## config.mk

```make
export PLATFORM = sky130hd
export DESIGN_NAME = dmem_arbiter
export DESIGN_NICKNAME = d
export VERILOG_FILES = /design/src/rtl/dmem_arbiter_pkg.sv /design/src/rtl/dmem_arbiter_rr_arbiter.sv /design/src/rtl/dmem_arbiter.sv
export SDC_FILE = /design/constraint.sdc
export NUM_CORES = 1
export LEC_CHECK = 0
export CAP_MARGIN = 20
export CORE_AREA = 2 2 62 64
export CTS_CLUSTER_SIZE = 25
export DETAILED_ROUTE_END_ITERATION = 10
export DIE_AREA = 0 0 64 66
export MAX_ROUTING_LAYER = met4
export PLACE_DENSITY = 0.82
export SLEW_MARGIN = 20
export SYNTH_ARGS = -nofsm -noshare
export SYNTH_HDL_FRONTEND = slang
export SYNTH_HIERARCHICAL = 1
export SYNTH_SLANG_ARGS = --single-unit
```

## constraint.sdc

```tcl
create_clock -name clk -period 2.3 [get_ports clk]
set_input_delay 0.345 -clock clk [delete_from_list [all_inputs] [get_ports clk]]
set_output_delay 0.345 -clock clk [all_outputs]
set_load 0.03 [all_outputs]
```

## src/rtl/dmem_arbiter_pkg.sv

```systemverilog
// Shared types and default sizing for the data-memory arbiter.
package dmem_arb_pkg;

    localparam int NUM_REQ_DEF = 2;
    localparam int ADDR_W_DEF  = 8;
    localparam int DATA_W_DEF  = 8;
    localparam int MEM_DEPTH   = 256;

    typedef enum logic [1:0] {
        IDLE  = 2'd0,
        WRITE = 2'd1,
        READ  = 2'd2,
        RESP  = 2'd3
    } state_t;

endpackage

```

## src/rtl/dmem_arbiter_rr_arbiter.sv

```systemverilog
// Combinational round-robin picker: the first valid requester after last_grant wins.
module rr_arbiter #(
    parameter int NUM_REQ = 2,
    parameter int IDX_W   = 1
) (
    input  logic [NUM_REQ-1:0] req,
    input  logic [IDX_W-1:0]   last_grant,
    output logic [NUM_REQ-1:0] grant,
    output logic [IDX_W-1:0]   grant_idx,
    output logic               found
);

    logic [IDX_W-1:0] idx;

    always_comb begin
        grant     = '0;
        grant_idx = '0;
        found     = 1'b0;
        idx       = '0;
        for (int k = 1; k <= NUM_REQ; k++) begin
            idx = IDX_W'((int'(last_grant) + k) % NUM_REQ);
            if (!found && req[idx]) begin
                found     = 1'b1;
                grant_idx = idx;
            end
        end
        if (found) begin
            grant[grant_idx] = 1'b1;
        end
    end

endmodule

```

## src/rtl/dmem_arbiter.sv

```systemverilog
// Round-robin arbiter sharing one synchronous-read 256x8 memory port between
// several valid/ready requesters, one access in flight at a time.
module dmem_arbiter
    import dmem_arb_pkg::*;
#(
    parameter int NUM_REQ = NUM_REQ_DEF,
    parameter int ADDR_W  = ADDR_W_DEF,
    parameter int DATA_W  = DATA_W_DEF
) (
    input  logic                      clk,
    input  logic                      reset,
    input  logic [NUM_REQ-1:0]        req_valid,
    input  logic [NUM_REQ-1:0]        req_write,
    input  logic [NUM_REQ*ADDR_W-1:0] req_addr,
    input  logic [NUM_REQ*DATA_W-1:0] req_wdata,
    output logic [NUM_REQ-1:0]        req_ready,
    output logic [NUM_REQ-1:0]        rsp_valid,
    output logic [DATA_W-1:0]         rsp_rdata,
    output logic [ADDR_W-1:0]         A,
    output logic [DATA_W-1:0]         WD,
    output logic                      mem_write,
    input  logic [DATA_W-1:0]         mem_rdata
);

    localparam int IDX_W = (NUM_REQ > 1) ? $clog2(NUM_REQ) : 1;

    state_t state, state_next;

    logic [NUM_REQ-1:0] grant;
    logic [IDX_W-1:0]   grant_idx;
    logic [IDX_W-1:0]   last_grant;
    logic [IDX_W-1:0]   lat_id;
    logic               any_req;
    logic               handshake;
    logic [ADDR_W-1:0]  sel_addr;
    logic [DATA_W-1:0]  sel_wdata;

    function automatic logic [NUM_REQ-1:0] id_onehot(input logic [IDX_W-1:0] id);
        id_onehot     = '0;
        id_onehot[id] = 1'b1;
    endfunction

    rr_arbiter #(
        .NUM_REQ (NUM_REQ),
        .IDX_W   (IDX_W)
    ) u_rr (
        .req        (req_valid),
        .last_grant (last_grant),
        .grant      (grant),
        .grant_idx  (grant_idx),
        .found      (any_req)
    );

    // Ready is offered only while idle; gated by reset so it reads zero during reset.
    assign req_ready = (state == IDLE && !reset) ? grant : '0;
    assign handshake = (state == IDLE) && any_req;
    assign sel_addr  = req_addr[int'(grant_idx)*ADDR_W +: ADDR_W];
    assign sel_wdata = req_wdata[int'(grant_idx)*DATA_W +: DATA_W];
    assign mem_write = (state == WRITE);

    always_ff @(posedge clk or posedge reset) begin
        if (reset) begin
            state <= IDLE;
        end else begin
            state <= state_next;
        end
    end

    always_comb begin
        state_next = state;
        case (state)
            IDLE:    if (handshake) state_next = req_write[grant_idx] ? WRITE : READ;
            WRITE:   state_next = IDLE;
            READ:    state_next = RESP;
            RESP:    state_next = IDLE;
            default: state_next = IDLE;
        endcase
    end

    // A doubles as the latched address; WD only moves on a write grant so it
    // keeps its last driven value across reads.
    always_ff @(posedge clk or posedge reset) begin
        if (reset) begin
            last_grant <= IDX_W'(NUM_REQ - 1);
            lat_id     <= '0;
            A          <= '0;
            WD         <= '0;
            rsp_valid  <= '0;
            rsp_rdata  <= '0;
        end else begin
            rsp_valid <= '0;
            if (handshake) begin
                last_grant <= grant_idx;
                lat_id     <= grant_idx;
                A          <= sel_addr;
                if (req_write[grant_idx]) begin
                    WD <= sel_wdata;
                end
            end
            if (state == WRITE) begin
                rsp_valid <= id_onehot(lat_id);
            end
            if (state == RESP) begin
                rsp_valid <= id_onehot(lat_id);
                rsp_rdata <= mem_rdata;
            end
        end
    end

endmodule
```

; ---- Word level (Yosys, flattened, before mapping)
; Cells that the tools add are included.
[op_classes]
n_addsub = 2
magnitude_cmp = 6
eq_ne = 4
n_shift = 2
mux = 21
reduce_logical = 10
[ops]
columns = cell, count
row1 = 16-bit by 5-bit indexed part select with 8-bit output, 2
row2 = 1-bit 2-to-1 mux, 12
row3 = 2-bit 2-to-1 mux, 6
row4 = "1-bit by 2-bit less-than comparator with 1-bit output, second input constant", 4
row5 = 2-bit case mux with 3 select lines, 1
row6 = 1-bit logical AND, 5
row7 = "2-bit equality test, second input constant", 2
row8 = "1-bit adder, second input constant", 2
row9 = 1-bit demux with 1-bit select, 2
row10 = "2-bit by 1-bit equality test with 1-bit output, second input constant", 1
row11 = "1-bit >= comparator, second input constant", 2
row12 = 1-bit logical NOT, 2
row13 = 2-bit logical NOT, 1
row14 = "2-bit inequality test, second input constant", 1
row15 = 2-bit AND reduction, 1
row16 = 2-bit OR reduction, 1
[totals]
regBits = 30
wordCells = 52

; ---- Depth between registers and ports, before layout
; Gate-level depths: netlist (run 1).
[depth]
word_depth = 13
depth_mapped = 6
ltp_nobuf = 4

; ---- Modules after synthesis
; Netlist (run 1), hierarchy kept.
[by_module_without_submodules]
columns = mod, instances, cells_per_inst, area_per_inst_um2, seq_area_each_um2
row1 = dmem_arbiter, 1, 111, 1392.6, 752.0
row2 = rr_arbiter, 1, 5, 32.5, 0.0

; ---- Worst setup path before layout (run 1)
; No wires, ideal clock.
[synth_path]
path_kind = register -> register
start = register last_grant
end = register WD[0]
setup_ps = 123
t_arrival_ps = 1408
path_slack_ps = 770
stages_incl_launch_ff = 7
path_buffers = 2
synth_period_minus_slack_ps = 1530
path_cell_list = dfstp_2 > a21boi_0 > buf_6 > mux2_4 > buf_2 > a21oi_1 > a21oi_2
[synth_between]
elab_chain_len = 10
word_cells_on_any_way = 17
cone_classes = add/sub (2) / shift (1) / mux (10) / reduce/logical (4)
[synth_lines]
columns = element, line
row1 = "start, declared", dmem_arbiter.sv:31  ; logic [IDX_W-1:0] last_grant;
row2 = "start signal, assigned", dmem_arbiter.sv:84  ; last_grant <= IDX_W'(NUM_REQ - 1);
row3 = "start signal, assigned", dmem_arbiter.sv:93  ; last_grant <= grant_idx;
row4 = 1-bit adder, dmem_arbiter_rr_arbiter.sv:21  ; idx = IDX_W'((int'(last_grant) + k) % NUM_REQ);
row5 = 1-bit 2-to-1 mux (implied by the code) (2 in a row), dmem_arbiter_rr_arbiter.sv:22  ; if (!found && req[idx]) begin
row6 = 1-bit 2-to-1 mux, dmem_arbiter_rr_arbiter.sv:22
row7 = 1-bit logical NOT, dmem_arbiter_rr_arbiter.sv:22
row8 = 1-bit logical AND, dmem_arbiter_rr_arbiter.sv:22
row9 = 1-bit 2-to-1 mux (*), dmem_arbiter_rr_arbiter.sv:22
row10 = named net grant_idx, dmem_arbiter.sv:30  ; logic [IDX_W-1:0] grant_idx;
row11 = branches (longest 3 deep; another with 16-bit by 5-bit indexed part select with 8-bit output), -
row12 = "end signal, assigned", dmem_arbiter.sv:97  ; WD <= sel_wdata;
row13 = "end, declared", dmem_arbiter.sv:20  ; output logic [DATA_W-1:0] WD,
; Mark *: on every way through the listed nets, which the timed path passes. The select of a mux whose other input is x is not followed.
; A chain may end at the register's enable or synchronous reset.

; ---- Worst setup path after layout (run 1)
[layout_path]
start = register state[0]
end = output port mem_write
[layout_between]
elab_chain_len = 1
[layout_lines]
columns = element, line
row1 = "start, declared", dmem_arbiter.sv:27  ; state_t state, state_next;
row2 = "start signal, assigned", dmem_arbiter.sv:65  ; state <= state_next;
row3 = 2-bit by 1-bit equality test with 1-bit output, dmem_arbiter.sv:59  ; assign mem_write = (state == WRITE);
row4 = "end, declared", dmem_arbiter.sv:21  ; output logic mem_write,
; No other way between the ends.

==> metrics.md, run 1 <==
| Metric | Value |
|---|---|
| Max Slew Vio Count | 0 |
| Met3 routed WL | around 220 um |
| Area Growth Syn to Fin | 57.9% |
| Critical Path RT | 1960 ps |
| Hpwl dp | ~2700 um |
| Post-synth EDFFs | 0 |
| Drt total wl | around 3300 um |
| ANT nets after route | 0 |
| CTS buffer count | 5 |
| Num Clock Sinks | 30 |
| Hold Path Class | in2async |
| Antenna violations before repair | 0 |
| Setup CP Type | reg2out |
| Placed Area | 2180 um^2 |
| Via density | ~4.7 |
| Top FF cell, synth | dfrtp_1 |
| Diode count | 0 |
| Metal-1 WL | 1230 um |
| Max Clk Rate | ~490 MHz |
| Syn avg cell area | between 10 and 15 um^2 |
| Final core utilization | 0.634 |
| Vias | 1153 |
| Startpoint types | register |
| Postcts setup bufs | 0 |
| Slack of the critical path | around 270 ps |
| Setup_tns | 0 ps |
| Number of synthesized register bits | 30 |
| Num rows | 22 |
| Die Y | ~66 um |
| CTS tree | built |
| Max_slew headroom | 0.614 |
| P per Cell Area | between 1000 and 1500 nW/um^2 |
| Worst-case clock buffer depth | 2 |
| Outcome | complete, no violations |
| # IOs | 75 |
| DRT Pass-1 Iters | 4 |
| Area of the core | ~3600 um^2 |
| Max-cap violations | 0 |
| Cell Area, Synth | 1430 um^2 |
| CP arrival | 1690 ps |
| Vias in the first global route | 1221 |
| Final #Nets | 240 |
| Register area share after synthesis | 0.528 |
| GRT Overall Usage | 0.180 |
| Final Wtd Congestion | approximately 0.75 |
| CP max FO | 8 |
| Largest net degree at the start of global routing | 18 |
| WL/cell | ~14 um |
| Yosys cell types | 22 |
| First-pass GRT wire length | around 5600 um |
| Ys Warns | 6 |
| Die width | between 60 and 70 um |
| Top Layer Used | met4 |
| PnR Total Power | about 2.9 mW |
| Post-Syn Instances | approximately 120 |
| Port Buffers | 74 |
| Grt ovf | 0 |
| Fin crit share | 0.884 |
| Endpoints failing setup | 0 |
| DR WL met2 | approximately 1900 um |
| Final instance area | ~2200 um^2 |
| Leakage | approximately 0.97 nW |
| Share of cells above drive strength 1 | 0.179 |
| Die area | between 4000 and 5000 um^2 |
| H-tree depth | 2 |
| DP Worst Slack | ~79 ps |
| Fill count | roughly 300 |
| # DRC | 0 |
| Fin. Hold Viols | 0 |
| Starting DRC count in detailed routing | 28 |
| Initial core utilization | 0.401 |
| Worst skew pair latency | about 320 ps |
| Worst Tran Pin Value | 578 ps |
| Max VDD drop | between 0.5 and 0.6 mV |
| RSZ-0062 raised after global routing | no |
| Worst clock skew | about 11 ps |
| Period minus WS final | approximately 2000 ps |
| Net Count, Synth | roughly 160 |
| Clock slew at reported path FFs | 100 ps |
| CP Capture Type | primary output |
| Root buffer cell | clkbuf_4 |
| Ys async rst share | 1.00 |
[synthesized netlist by cell type, drive strengths merged, types with 2 or more instances]
| cell type | instances | area [um^2] |
|---|---|---|
| a21boi | 3 | 22.5 |
| buf | 7 | 75.1 |
| and2 | 4 | 27.5 |
| nor2 | 10 | 37.5 |
| mux2i | 16 | 160 |
| inv | 3 | 11.3 |
| nor2b | 2 | 12.5 |
| mux2 | 11 | 128 |
| dfrtp | 29 | 726 |
| a21oi | 25 | 155 |
[per-stage QoR]
stage,hold slack [ps],cells
6_report,422,243
3_3_place_gp,422,235
4_1_cts,411,243
2_1_floorplan,412,116
5_1_grt,444,243
3_5_place_dp,436,235
[worst max-delay path: stages (launching register included)]
cell and delay (ps):
dfrtp_1 520, nor2b_1 170, clkdlybuf4s50_1 670
[cell usage in the layout (no fill, tap or decap), types with 2 or more instances in the layout]
cell type and count:
a21oi_1 17, a21oi_2 8, and2_1 3, buf_4 4, clkbuf_4 5, clkdlybuf4s50_1 72
dfrtp_1 29, dlymetal6s2s_1 2, inv_1 3, mux2_2 10, mux2i_1 16, nor2_1 10
nor2b_1 2
[path summary, 6_finish.rpt]
check                           startpoint  slack (ps)           end  cells after the start
worst max-delay path              state[0]         270     mem_write                      2
worst min-delay path                 reset         420      state[0]                      2
worst min register to register      lat_id         430  rsp_valid[0]                      1
max in group asynchronous            reset        1240          A[5]                      3
worst max register to register    state[0]         860         WD[0]                      4
min in group clk                    lat_id         430  rsp_valid[0]                      1
[cell families (layout without fill, tap and decap cells)]
logic type	after synthesis	count (layout)	share of synthesized area
compound gates	29	29	0.132
mux	27	27	0.202
flops	30	30	0.528
simple gates	20	20	0.0781
buf+inv	10	89	0.0606
[state kept, by name, indices dropped and copies added (netlist names)]
name / count
last_grant: 1
state: 2
A: 8
lat_id: 1
WD: 8
rsp_rdata: 8
rsp_valid: 2
[where the power goes]
| group | total, mW | internal, mW | leakage, nW | switching, mW |
|---|---|---|---|---|
| sequential | 0.963 | 0.795 | 0.342 | 0.168 |
| combinational | 1.65 | 0.763 | 0.592 | 0.885 |
| clock | 0.323 | 0.148 | 0.0353 | 0.175 |
| total | 2.93 | 1.71 | 0.970 | 1.23 |
[per-layer routing]
metal,vias up,global-route usage
met3,2,0.0545
met5,-,-
met2,51,0.328
li1,561,-
met1,539,0.178
met4,0,0.0788
[final cells by class]
| class | instances | area (um^2) | area share |
|---|---|---|---|
| inverter | 3 | 11.3 | 0.00501 |
| clock buffer | 7 | 55.1 | 0.0245 |
| multi-input combinational | 76 | 591 | 0.263 |
| sequential | 30 | 752 | 0.334 |
| tap | 48 | 60.1 | 0.0267 |
| clock inverter | 1 | 5.00 | 0.00222 |
| timing repair buffer | 78 | 776 | 0.345 |
[timing repair]
item	in CTS	in global routing
setup endpoints to repair	0	2
endpoints found under the hold margin	0	0
resized for setup	0	2
hold buffers	0	0
Note: power is estimated with default switching activity, not from simulation.
==> run 2, diff against run 1 <==
- CELL_PAD_IN_SITES_DETAIL_PLACEMENT: not set -> 1
- CELL_PAD_IN_SITES_GLOBAL_PLACEMENT: not set -> 2
- CORE_AREA: 2 2 62 64 -> 2 2 79 81
- DIE_AREA: 0 0 64 66 -> 0 0 81 83
- PLACE_DENSITY: 0.82 -> 0.83
- SKIP_LAST_GASP: not set -> 1
- SLEW_MARGIN: 20 -> not set
==> metrics.md, run 2 (synthesis results as in run 1) <==
| Metric | Value |
|---|---|
| Num rows | 28 (+27%) |
| Die width | 81 um (+27%) |
| Max_slew headroom | 0.748 (+0.134) |
| Max Clk Rate | 463 MHz (-6.0%) |
| R2R Path End | WD[1] |
| Port Buffers | 74 (unchanged) |
| Drt total wl | 3820 um (+14%) |
| Placed insts | 262 (+11%) |
| P per Cell Area | 1350 nW/um^2 (+3.7%) |
| CP Capture Type | primary output |
| Fill count | 674 (+130%) |
| Reg power frac | 0.306 (-0.022) |
| Initial core utilization | 0.245 (-0.156) |
| Clock slew at reported path FFs | 60 ps (-40 ps) |
| Flop-to-flop setup slack | 850 ps (about the same) |
| Worst r2r path cells | 4 (unchanged) |
| CTS tree | built |
| Final Wtd Congestion | 0.633 (-15%) |
| Combinational Power Share | 0.533 (-0.029) |
| # DRC | 0 (unchanged) |
| Setup_tns | 0 ps (unchanged) |
| Die Y | 83 um (+26%) |
| Fin. Hold Viols | 0 (unchanged) |
| Area Growth Syn to Fin | 63.8% |
| Outcome | complete, no violations |
| Via density | 4.28 (-9.8%) |
| # IOs | 75 (unchanged) |
| Worst clock skew | 4.73 ps (-6.17 ps) |
| Crit-path cells | clkdlybuf4s50_1, a21boi_0, and2_1, clkdlybuf4s50_1 |
| Psw | 1.28 mW (+4.1%) |
| Setup crit start | req_valid[1] |
| PnR Total Power | 3.16 mW (+7.7%) |
| Area of the core | 5820 um^2 (+64%) |
| Critical Path RT | 1960 ps (about the same) |
| Fin crit share | 0.940 (+0.0563) |
| CP arrival | 1820 ps (+130 ps) |
| First-pass GRT wire length | 6130 um (+9.9%) |
| Commonest cells after routing, fill and taps aside | 73 x clkdlybuf4s50_1, 29 x dfrtp_1, 17 x a21oi_1 |
| Diode count | 0 (unchanged) |
| Vias in the first global route | 1236 (+1.2%) |
| Max Slew Vio Count | 0 (unchanged) |
| # hold bufs at CTS | 0 (unchanged) |
| Antenna violations before repair | 0 (unchanged) |
| Final #Nets | 240 (unchanged) |
| Setup CP Type | in2out |
| GRT Overall Usage | 0.121 (-0.0593) |
| Vias | 1156 (+0.26%) |
| Most frequent cell on the critical path | clkdlybuf4s50_1 |
| Num Clock Sinks | 30 (unchanged) |
| Cell-internal power | 1.88 mW (+10%) |
| RSZ-0062 raised after global routing | no |
| Startpoint types | input port |
| Leakage | 0.976 nW (+0.69%) |
| Worst Tran Pin Value | 378 ps (-201 ps) |
| Largest registers | A x8, WD x8, rsp_rdata x8 |
| Endpoints failing setup | 0 (unchanged) |
| Clock power share | 0.161 (+0.051) |
| CP max FO | 4 (-4) |
| Grt ovf | 0 (unchanged) |
| Max VDD drop | 0.538 mV (-1.4%) |
| ANT nets after route | 0 (unchanged) |
| Worst-case clock buffer depth | 2 (unchanged) |
| Die area | 6720 um^2 (+59%) |
| WL/cell | 14.1 um (+2.8%) |
| Crit Reg-Reg Startpoint | last_grant |
| Hpwl dp | 2990 um (+13%) |
| Worst Hold Slack | 440 ps (+17.7 ps) |
| Max-cap violations | 0 (unchanged) |
| Crit path to | req_ready[1] |
| Largest net degree at the start of global routing | 31 (+13) |
| Fin cells | 270 (+11%) |
| Commonest non-fill, non-tap cell in the layout | clkdlybuf4s50_1 |
| CTS buffer count | 5 (unchanged) |
| Crit path largest cell delay | 660 ps (about the same) |
| Period minus WS final | 2160 ps (+129 ps) |
| H-tree depth | 2 (unchanged) |
| Share of cells above drive strength 1 | 0.190 (+0.0103) |
| Root buffer cell | clkbuf_8 |
| Worst skew pair latency | 280 ps (-40 ps) |
| Hold Path Class | reg2reg |
| Starting DRC count in detailed routing | 32 (+14%) |
| Slowest stage cell, crit path | clkdlybuf4s50_1 |
| Sw frac | 0.404 (-0.0140) |
| DRT Pass-1 Iters | 2 (-2) |
run 2: cell count changes in the layout (fill, tap and decap cells not counted):
cell and change:
clkbuf_4 -5, clkbuf_8 +4, bufinv_16 +1, clkbuf_1 -1, clkdlybuf4s50_1 +1, clkinv_2 +1, dlymetal6s2s_1 -1, nor3_1 -1
nor3_2 +1
run 2: power by group through the flow:
stage	logic, mW	registers [mW]	clock network (mW)
6_report	1.68	0.967	0.509
5_1_grt	1.79	1.00	0.554
4_1_cts	1.71	0.972	0.530
3_5_place_dp	1.71	0.980	0
3_3_place_gp	1.67	0.965	0
2_1_floorplan	0.628	1.39	0
run 2: metrics by stage:
step                utilization  cell area [um^2]  setup WS [ps]
finish                    0.401              2330            138
global route              0.401              2330           20.9
CTS                       0.400              2330           89.5
detailed placement        0.381              2220           95.0
global placement          0.381              2220            145
floorplan                     -              1430            770
run 2: layer usage:
metal / GRT usage / up-vias / part of all wire
met5: - / - / 0
met4: 0.0185 / 0 / 0.0050
met3: 0.0370 / 3 / 0.077
met2: 0.198 / 46 / 0.48
met1: 0.149 / 549 / 0.44
li1: - / 558 / -
run 2: area by class of cell:
cell class | count | area [um^2] | area share
multi-input cells | 76 | 596 | 0.255
clock buffers | 5 | 68.8 | 0.0295
clock inverters | 3 | 40.0 | 0.0171
flip-flops and latches | 30 | 752 | 0.322
well taps | 75 | 93.8 | 0.0402
inverters | 3 | 11.3 | 0.00482
repair buffers | 78 | 773 | 0.331
run 2: critical path: cells and delay by family:
family	cells	cell delay, ps
AOI/OAI and AO/OA	1	170
and+or+nand+nor	1	140
buffers and inverters	2	1160
run 2: repair_timing:
item,4_1_cts,5_1_grt
endpoints found under the setup margin,0,2
resized for setup,0,2
setup buffers,0,0
run 2: worst min path at each step:
stage,cells past startpoint,from,slack (ps),endpoint
6_report,1,lat_id,440,rsp_valid[0]
5_1_grt,1,lat_id,490,rsp_valid[0]
4_1_cts,1,lat_id,450,rsp_valid[0]
3_5_place_dp,1,lat_id,440,rsp_valid[0]
3_3_place_gp,1,lat_id,430,rsp_valid[0]
2_1_floorplan,1,lat_id,410,rsp_valid[0]
==> run 3, diff against run 2 <==
- CORE_AREA: 2 2 79 81 -> 2 2 83 85
- DIE_AREA: 0 0 81 83 -> 0 0 85 87
- PLACE_DENSITY: 0.83 -> 0.81
- SYNTH_HIERARCHICAL: 1 -> not set
==> metrics.md, run 3 <==
| Metric | Value |
|---|---|
| Max-cap violations | 0 (unchanged) |
| Metal-1 WL | 2250 um (+34%) |
| CTS buffer count | 5 (unchanged) |
| WL/cell | 15.8 um (+12%) |
| Clock slew at reported path FFs | 60 ps (about the same) |
| Met3 routed WL | 260 um (-12%) |
| Outcome | complete, no violations |
| Register area share after synthesis | 0.499 (-0.0289) |
| Grt ovf | 0 (unchanged) |
| Crit path largest cell delay | 590 ps (-70 ps) |
| Num rows | 30 (+7.1%) |
| Worst Tran Pin Value | 531 ps (+153 ps) |
| H-tree depth | 2 (unchanged) |
| Area Growth Syn to Fin | 60.7% |
| RSZ-0062 raised after global routing | no |
| Share of cells above drive strength 1 | 0.131 (-0.0587) |
| Synth cell count leaders | 29 x dfrtp_1, 24 x nor4_1, 20 x nand2_1 |
| Period minus WS final | 2020 ps (-143 ps) |
| Critical Path RT | 1960 ps (about the same) |
| Number of synthesized register bits | 30 (unchanged) |
| Post-synth EDFFs | 0 (unchanged) |
| Fin crit share | 0.878 (-0.0622) |
| Drt total wl | 4900 um (+28%) |
| Starting DRC count in detailed routing | 40 (+25%) |
| CP arrival | 1670 ps (-150 ps) |
| # DRC | 0 (unchanged) |
| Final core utilization | 0.369 (-0.0327) |
| DR WL met2 | 2310 um (+26%) |
| R2R Path End | WD[6] |
| Synth area leader | dfrtp_1 |
| First-pass GRT wire length | 7900 um (+29%) |
| Via density | 4.79 (+12%) |
| Diode count | 0 (unchanged) |
| Crit path buffers/inverters | 2 (unchanged) |
| Syn avg cell area | 9.85 um^2 (-20%) |
| Leakage | 0.958 nW (-1.9%) |
| Worst hold path depth | 1 (unchanged) |
| ANT nets after route | 0 (unchanged) |
| Worst r2r path cells | 4 (unchanged) |
| Final Wtd Congestion | 0.720 (+14%) |
| DRT Pass-1 Iters | 2 (unchanged) |
| Postcts setup bufs | 0 (unchanged) |
| Synth top area share | 0.481 (-0.0279) |
| P per Cell Area | 1300 nW/um^2 (-3.7%) |
| Hpwl dp | 3610 um (+21%) |
| Crit Reg-Reg Startpoint | last_grant |
| Vias | 1480 (+28%) |
| # IOs | 75 (unchanged) |
| Die area | 7400 um^2 (+10%) |
| Commonest cells after routing, fill and taps aside | 72 x clkdlybuf4s50_1, 29 x dfrtp_1, 24 x nor4_1 |
| Max Slew Vio Count | 0 (unchanged) |
| Ys Warns | 0 (-6) |
| Most area-consuming cells after synthesis | dfrtp_1 48%, nor4_1 10%, a21oi_1 6.3% |
| Root buffer cell | clkbuf_8 |
| Area of the core | 6570 um^2 (+13%) |
| Commonest non-fill, non-tap cell in the layout | clkdlybuf4s50_1 |
| Worst skew pair latency | 270 ps (about the same) |
| Largest net degree at the start of global routing | 18 (-42%) |
| Post-Syn Instances | 153 (+32%) |
| Die width | 85 um (+4.9%) |
| GRT Overall Usage | 0.139 (+0.0181) |
| Max VDD drop | 0.566 mV (+5.1%) |
| Max_slew headroom | 0.646 (-0.102) |
| Startpoint types | input port |
| Largest registers | A x8, WD x8, rsp_rdata x8 |
| Num Clock Sinks | 30 (unchanged) |
| Top FF cell, synth | dfrtp_1 |
| Startpoint of the worst hold path | lat_id |
| Crit-path cells | clkdlybuf4s50_1, or2_1, nand2_1, nor3_1, buf_4 |
| CP max FO | 7 (+3) |
| Top delay family on crit path | buffers and inverters |
| Setup CP Type | in2out |
| Placed insts | 303 (+16%) |
| Hold Path Class | reg2reg |
| Net Count, Synth | 199 (+23%) |
| Initial core utilization | 0.230 (-0.0155) |
| Final #Nets | 276 (+15%) |
| DP Worst Slack | 280 ps (+185 ps) |
| Setup_tns | 0 ps (unchanged) |
| CP Capture Type | primary output |
| Fill count | 748 (+11%) |
| Antenna violations before repair | 0 (unchanged) |
| Most common cell in the synthesized netlist | dfrtp_1 |
| Slowest stage cell, crit path | clkdlybuf4s50_1 |
| Cell Area, Synth | 1510 um^2 (+5.8%) |
| Yosys cell types | 25 (+14%) |
| Vias in the first global route | 1541 (+25%) |
| Die Y | 87 um (+4.8%) |
| WHS Endpoint | rsp_valid[0] |
| Worst-case clock buffer depth | 2 (unchanged) |
| Max Clk Rate | 495 MHz (+7.1%) |
| Fin cells | 309 (+14%) |
| Flop-to-flop setup slack | 780 ps (-70 ps) |
| PnR Total Power | 3.16 mW (-0.10%) |
| Slack of the critical path | 281 ps (+143 ps) |
| CTS tree | built |
| Fin. Hold Viols | 0 (unchanged) |
| Ys async rst share | 1.00 (unchanged) |
| Top Layer Used | met4 |
| Endpoints failing setup | 0 (unchanged) |
| Port Buffers | 74 (unchanged) |
| Worst clock skew | 4.23 ps (-0.501 ps) |
| # resized after CTS | 0 (unchanged) |
| # hold bufs at CTS | 0 (unchanged) |
## run 3: cell count changes in the layout (fill, tap and decap cells not counted), sizes merged, moves of 2 or more
cell and delta:
mux2i -16, nand2 +19, clkinv -2, mux2 -2, a21oi -6, nor4 +24
a31oi +9, nor2 -9, buf +9, a221oi +8, a21boi -2
## run 3: power breakdown
part	total (mW)	internal, mW	switching [mW]
logic	1.78	0.780	0.995
clock network	0.413	0.230	0.183
registers	0.968	0.789	0.178
total	3.16	1.80	1.36
## run 3: per-stage QoR
step | hold slack, ps | cell area, um^2
6_report | 461 | 2420
2_1_floorplan | 415 | 1510
3_5_place_dp | 460 | 2340
4_1_cts | 463 | 2420
5_1_grt | 479 | 2420
3_3_place_gp | 453 | 2340
## run 3: how the worst max path moves through the flow
stage                       from            to  depth (start not counted)
global placement    req_valid[0]  req_ready[1]                          5
floorplan               state[0]  req_ready[0]                          6
finish              req_valid[0]  req_ready[0]                          5
global route        req_valid[0]  req_ready[0]                          5
CTS                 req_valid[0]  req_ready[0]                          5
detailed placement  req_valid[0]  req_ready[0]                          5
## run 3: cells by family after synthesis
group	after synthesis	synth area share
AO/OA/AOI/OAI	40	0.171
buffers and inverters	19	0.0672
flip-flops	30	0.499
multiplexers	9	0.0697
AND/OR/NAND/NOR	55	0.193
## run 3: per-layer routing
layer  up-vias  track usage
met3         7       0.0360
met5         -            -
met2        40        0.210
met4         0       0.0447
met1       710        0.183
li1        723            -
## run 3: cell type report
class	count	area, um^2	area share
multi-input cells	104	654	0.270
repair buffers	85	818	0.338
clock buffers	6	82.6	0.0341
inverters	4	15.0	0.00620
flip-flops and latches	30	752	0.310
well taps	80	100	0.0413
